<file path="config.mk">
export PLATFORM = sky130hd
export DESIGN_NAME = stopwatch_ctrl
export DESIGN_NICKNAME = d
export VERILOG_FILES = /design/src/rtl/stopwatch_pkg.sv /design/src/rtl/mod_counter.sv /design/src/rtl/stopwatch_ctrl.sv
export SDC_FILE = /design/constraint.sdc
export NUM_CORES = 1
export LEC_CHECK = 0
export ABC_CLOCK_PERIOD_IN_PS = 3000
export CORE_UTILIZATION = 30
export CTS_BUF_LIST = sky130_fd_sc_hd__clkbuf_2
export CTS_CLUSTER_SIZE = 12
export DETAILED_ROUTE_END_ITERATION = 12
export PLACE_DENSITY = 0.62
export SLEW_MARGIN = 5
export SYNTH_ARGS = -nofsm -noshare
export SYNTH_HDL_FRONTEND = slang
export SYNTH_SLANG_ARGS = --single-unit
</file>
<file path="constraint.sdc">
create_clock -name Clock -period 3 [get_ports Clock]
set_input_delay 0.6 -clock Clock [delete_from_list [all_inputs] [get_ports Clock]]
set_output_delay 0.6 -clock Clock [all_outputs]
set_load 0.1 [all_outputs]
</file>
<file path="src/rtl/stopwatch_pkg.sv">
// Shared types and limits for the stopwatch controller.
// Field widths, wrap limits and the load clamp helper.
package stopwatch_pkg;

    typedef enum logic [1:0] {
        ST_IDLE  = 2'd0,
        ST_RUN   = 2'd1,
        ST_PAUSE = 2'd2
    } sw_state_t;

    localparam int CENTI_W = 7;
    localparam int SEC_W   = 6;
    localparam int MIN_W   = 6;

    localparam logic [CENTI_W-1:0] CENTI_MAX = 7'd99;
    localparam logic [SEC_W-1:0]   SEC_MAX   = 6'd59;
    localparam logic [MIN_W-1:0]   MIN_MAX   = 6'd59;

    function automatic logic [5:0] clamp6(
        input logic [5:0] v,
        input logic [5:0] lim
    );
        return (v > lim) ? lim : v;
    endfunction

endpackage

</file>
<file path="src/rtl/mod_counter.sv">
// Modulo-K up counter with clear, parallel load and enable.
// Carry flags the enabled cycle on which the counter wraps.
module mod_counter #(
    parameter int N = 8,
    parameter int K = 256
) (
    input  logic         Clock,
    input  logic         Reset_n,
    input  logic         En,
    input  logic         Clr,
    input  logic         Ld,
    input  logic [N-1:0] D,
    output logic [N-1:0] Q,
    output logic         Carry
);

    localparam logic [N-1:0] TOP = N'(K - 1);

    assign Carry = En && (Q == TOP);

    always_ff @(posedge Clock) begin
        if (!Reset_n) begin
            Q <= '0;
        end else if (Clr) begin
            Q <= '0;
        end else if (Ld) begin
            Q <= D;
        end else if (En) begin
            Q <= Carry ? '0 : Q + N'(1);
        end
    end

endmodule

</file>
<file path="src/rtl/stopwatch_ctrl.sv">
// Stopwatch controller: run/pause/clear/load FSM driving a
// prescaler and a centi/sec/min modulo counter cascade.
module stopwatch_ctrl
    import stopwatch_pkg::*;
#(
    parameter int PRESCALE = 500000,
    parameter int PW       = 19
) (
    input  logic               Clock,
    input  logic               Reset_n,
    input  logic               Start_Stop,
    input  logic               Clear,
    input  logic               Load,
    input  logic [MIN_W-1:0]   Load_Min,
    input  logic [SEC_W-1:0]   Load_Sec,
    output logic               Running,
    output logic [CENTI_W-1:0] Centi,
    output logic [SEC_W-1:0]   Sec,
    output logic [MIN_W-1:0]   Min,
    output logic               Wrap
);

    sw_state_t state;

    logic          run;
    logic          load_ok;
    logic          ss_cmd;
    logic          tick;
    logic          centi_carry;
    logic          sec_carry;
    logic          min_carry;
    logic          psc_clr;
    logic          time_clr;
    logic [PW-1:0] psc_q;

    logic [SEC_W-1:0] sec_d;
    logic [MIN_W-1:0] min_d;

    // Commands decoded to be mutually exclusive: Clear > Load > Start_Stop.
    assign run     = (state == ST_RUN);
    assign load_ok = Load && !Clear && (state != ST_RUN);
    assign ss_cmd  = Start_Stop && !Clear && !load_ok;

    assign sec_d = clamp6(Load_Sec, SEC_MAX);
    assign min_d = clamp6(Load_Min, MIN_MAX);

    assign psc_clr  = Clear || load_ok
                   || ((state == ST_IDLE) && (psc_q != '0));
    assign time_clr = Clear;

    mod_counter #(
        .N (PW),
        .K (PRESCALE)
    ) u_psc (
        .Clock   (Clock),
        .Reset_n (Reset_n),
        .En      (run),
        .Clr     (psc_clr),
        .Ld      (1'b0),
        .D       ('0),
        .Q       (psc_q),
        .Carry   (tick)
    );

    // Centi is zeroed on load; Sec/Min take the clamped presets.
    mod_counter #(
        .N (CENTI_W),
        .K (int'(CENTI_MAX) + 1)
    ) u_centi (
        .Clock   (Clock),
        .Reset_n (Reset_n),
        .En      (tick),
        .Clr     (time_clr || load_ok),
        .Ld      (1'b0),
        .D       ('0),
        .Q       (Centi),
        .Carry   (centi_carry)
    );

    mod_counter #(
        .N (SEC_W),
        .K (int'(SEC_MAX) + 1)
    ) u_sec (
        .Clock   (Clock),
        .Reset_n (Reset_n),
        .En      (centi_carry),
        .Clr     (time_clr),
        .Ld      (load_ok),
        .D       (sec_d),
        .Q       (Sec),
        .Carry   (sec_carry)
    );

    mod_counter #(
        .N (MIN_W),
        .K (int'(MIN_MAX) + 1)
    ) u_min (
        .Clock   (Clock),
        .Reset_n (Reset_n),
        .En      (sec_carry),
        .Clr     (time_clr),
        .Ld      (load_ok),
        .D       (min_d),
        .Q       (Min),
        .Carry   (min_carry)
    );

    always_ff @(posedge Clock) begin
        if (!Reset_n) begin
            state   <= ST_IDLE;
            Running <= 1'b0;
            Wrap    <= 1'b0;
        end else begin
            Wrap <= min_carry && !Clear;
            unique case (1'b1)
                Clear: begin
                    state   <= ST_IDLE;
                    Running <= 1'b0;
                end
                load_ok: begin
                    state   <= ST_PAUSE;
                    Running <= 1'b0;
                end
                ss_cmd: begin
                    if (state == ST_RUN) begin
                        state   <= ST_PAUSE;
                        Running <= 1'b0;
                    end else begin
                        state   <= ST_RUN;
                        Running <= 1'b1;
                    end
                end
                default: begin
                    state   <= state;
                    Running <= run;
                end
            endcase
        end
    end

endmodule

</file>
==> results_dict.tcl <==
set metrics [dict create \
    ant_nets 0 \
    placed_cell_area_um2 2710 \
    fin_area_um2 2750 \
    grt_start_max_net_pins 19 \
    crit_fanout 9 \
    regToRegEndpoint "u_min.Q[3]" \
    n_fill_cell 765 \
    fin_crit_sh 0.722 \
    synth_mux_area_frac 0.0131 \
    vdd_ir_drop_max_mv 0.0973 \
    worstPathRequired_ns 3.35 \
    synth_top_family_by_area "simple AND/OR/NAND/NOR gates" \
    yosys_register_bits 42 \
    final_nets 334 \
    worstSkewPairLatency_ns 0.42 \
    regToRegSetupSlack_ns 0.83 \
    synth.distinct_cells 51 \
    synth.most_common_cell "dfxtp_1" \
    status "complete, no violations" \
    numPortBuffers 37 \
    core_area_um2 7330 \
    synth_edf_count 0 \
    via_per_inst 5.00 \
    die_y_um 89.5 \
    cts.sinks 42 \
    max-cap-violations 0 \
    first_pass_iters 5 \
    ff_latch_area_um2 841 \
    worst_pin_slew_ns 0.761 \
    crit_type "reg -> reg" \
    synth-adder-area-share 0.0272 \
    netlist_area_um2 2300 \
    post-route-drc-count 0 \
    cts_resized 0 \
    yosys-top-cells-count "dfxtp_1, nor2_1, nand2_1" \
    synth_simple_gate_area_frac 0.350 \
    synth_top_area_frac 0.366 \
    period_needed_ns 2.17 \
    cp-end-kind "flop" \
    synthXorXnorAreaFrac 0.0877 \
    dp_hpwl_um 3850 \
    num_rows 31 \
    syn_nets 297 \
    grtUsageTotal 0.138 \
    power.total_w 0.000942 \
    wl_um 5150 \
    synth-async-reset-ratio 0 \
    synth_compound_gate_area_share 0.123 \
    maxSlewHeadroom 0.489 \
    cts_buffers 5 \
    grt_pass1_vias 1913 \
    cp_data_arrival_time_ns 2.52 \
    hold_violations 0 \
    startpoint_type "flop" \
    areaGrowthSynthToFinish_pct 19.8 \
    dieWidth_um 89.5 \
    gp_congestion 0.780 \
    startpoint "u_psc.Q[2]" \
    grt_pass1_wl_um 8610 \
    ys_warn_count 0 \
    tritoncts "yes" \
    multi_input_area_um2 1380 \
    setup_violations 0 \
    start_util 0.313 \
    tns_ns 0 \
    cellPowerDensity_nw_per_um2 342 \
    leakage_nw 0.913 \
    drt_iter0_drc 90 \
    layout-drive-gt1-share 0.147 \
    crit_end "u_min.Q[3]" \
    hold_class "reg -> reg" \
    yosysTopAreaCell "dfxtp_1" \
    ioPinCount 38 \
    die-area_um2 8010 \
    htreeDepth 2 \
    fin_skew_ns 0.0425 \
    ff2ff_path_depth 5 \
    final_max_slew_viol_count 0 \
    synth.avg_cell_area_um2 8.35 \
    antenna_cells 0 \
    fin_util 0.375 \
    r2r_start "u_psc.Q[2]" \
    cts-root-buf "clkbuf_2" \
    synthCells 275 \
    grt_setup_unrepaired "no" \
    cts_buffer_depth 2 \
    clk_pin_slew_ns 0.23 \
    hold_buffers 0 \
    cts_setup_buffers 0 \
    ys.flop_type "dfxtp_1" \
    synth_area_leaders "dfxtp_1, nor2_1, nand4_1, xor2_1, xnor2_1" \
    antenna_found_initial 0 \
    max_freq_mhz 461 \
    overflow 0 \
    ys_seq_area_frac 0.366 \
    post_drt_wl_per_cell_um 12.5 \
    vias 2060 \
]
where the power goes:
group	leakage, nW	internal, W	switching, W
combinational	0.540	0.0000431	0.0000747
clock	0.0330	0.0000613	0.000187
sequential	0.339	0.000566	0.00000966
through the flow:
stage               hold WS [ns]  std cells  setup WS, ns
floorplan                  0.471        275         0.364
global placement           0.491        404         0.704
detailed placement         0.504        404         0.701
CTS                        0.526        412         0.834
global route               0.576        412         0.654
finish                     0.530        412         0.833
per-layer routing:
layer,vias up,global-route usage,share of wire
li1,1060,-,-
met1,969,0.171,0.48
met2,25,0.235,0.49
met3,6,0.0369,0.029
met4,0,0.0375,0.0091
met5,-,0,0
worst max-delay path, cell delays in order (launching register included):
cell and delay, ns:
dfxtp_1 0.50, nand3_2 0.15, or4_4 0.55, nor4_4 0.49
a21boi_1 0.12, o31a_1 0.29
cell type report:
| class | count | area share |
|---|---|---|
| flip-flops and latches | 42 | 0.306 |
| clock buffers | 6 | 0.0109 |
| well taps | 99 | 0.0450 |
| clock inverters | 2 | 0.00500 |
| inverters | 8 | 0.0109 |
| repair buffers | 39 | 0.121 |
| multi-input cells | 216 | 0.502 |
layout by cell type (no fill, tap or decap), drive strengths merged, types with 2 or more instances in the layout:
cell	Yosys	layout
clkbuf	5	6
or3	2	2
xnor2	11	11
nor3	9	9
nor2b	5	5
mux2i	3	3
a211oi	3	3
nand3	19	19
inv	8	8
nand4	18	18
xor2	12	12
o31ai	3	3
clkinv	0	2
a21boi	3	3
a21oi	8	8
and2	2	2
ha	5	5
nand2	22	22
nand2b	4	4
dfxtp	42	42
nor4	8	8
a31oi	6	6
nand3b	3	3
or2	4	4
o21ai	11	11
and3	4	4
clkdlybuf4s50	0	16
buf	4	23
nor2	37	37
worst min-delay path by stage:
stage / startpoint / endpoint / slack [ns] / cells after the start
floorplan: u_psc.Q[1] / u_psc.Q[1] / 0.47 / 2
detailed placement: u_psc.Q[1] / u_psc.Q[1] / 0.50 / 2
CTS: u_psc.Q[1] / u_psc.Q[1] / 0.53 / 2
finish: u_psc.Q[1] / u_psc.Q[1] / 0.53 / 2
global placement: u_psc.Q[1] / u_psc.Q[1] / 0.49 / 2
global route: u_psc.Q[0] / u_psc.Q[0] / 0.58 / 2
registers in the layout, summed over array words and instances, names as in the netlist:
| signal | flops |
|---|---|
| Running | 1 |
| u_centi.Q | 7 |
| Wrap | 1 |
| u_sec.Q | 6 |
| u_psc.Q | 19 |
| state | 2 |
| u_min.Q | 6 |
cells by family after synthesis:
kind of cell / after synthesis
buffers and inverters: 17
multiplexers: 3
AND/OR/NAND/NOR: 142
flip-flops: 42
AO/OA/AOI/OAI: 43
XOR/XNOR: 23
adder cells (fa/ha/maj): 5
Note: power is estimated with default switching activity, not from simulation.
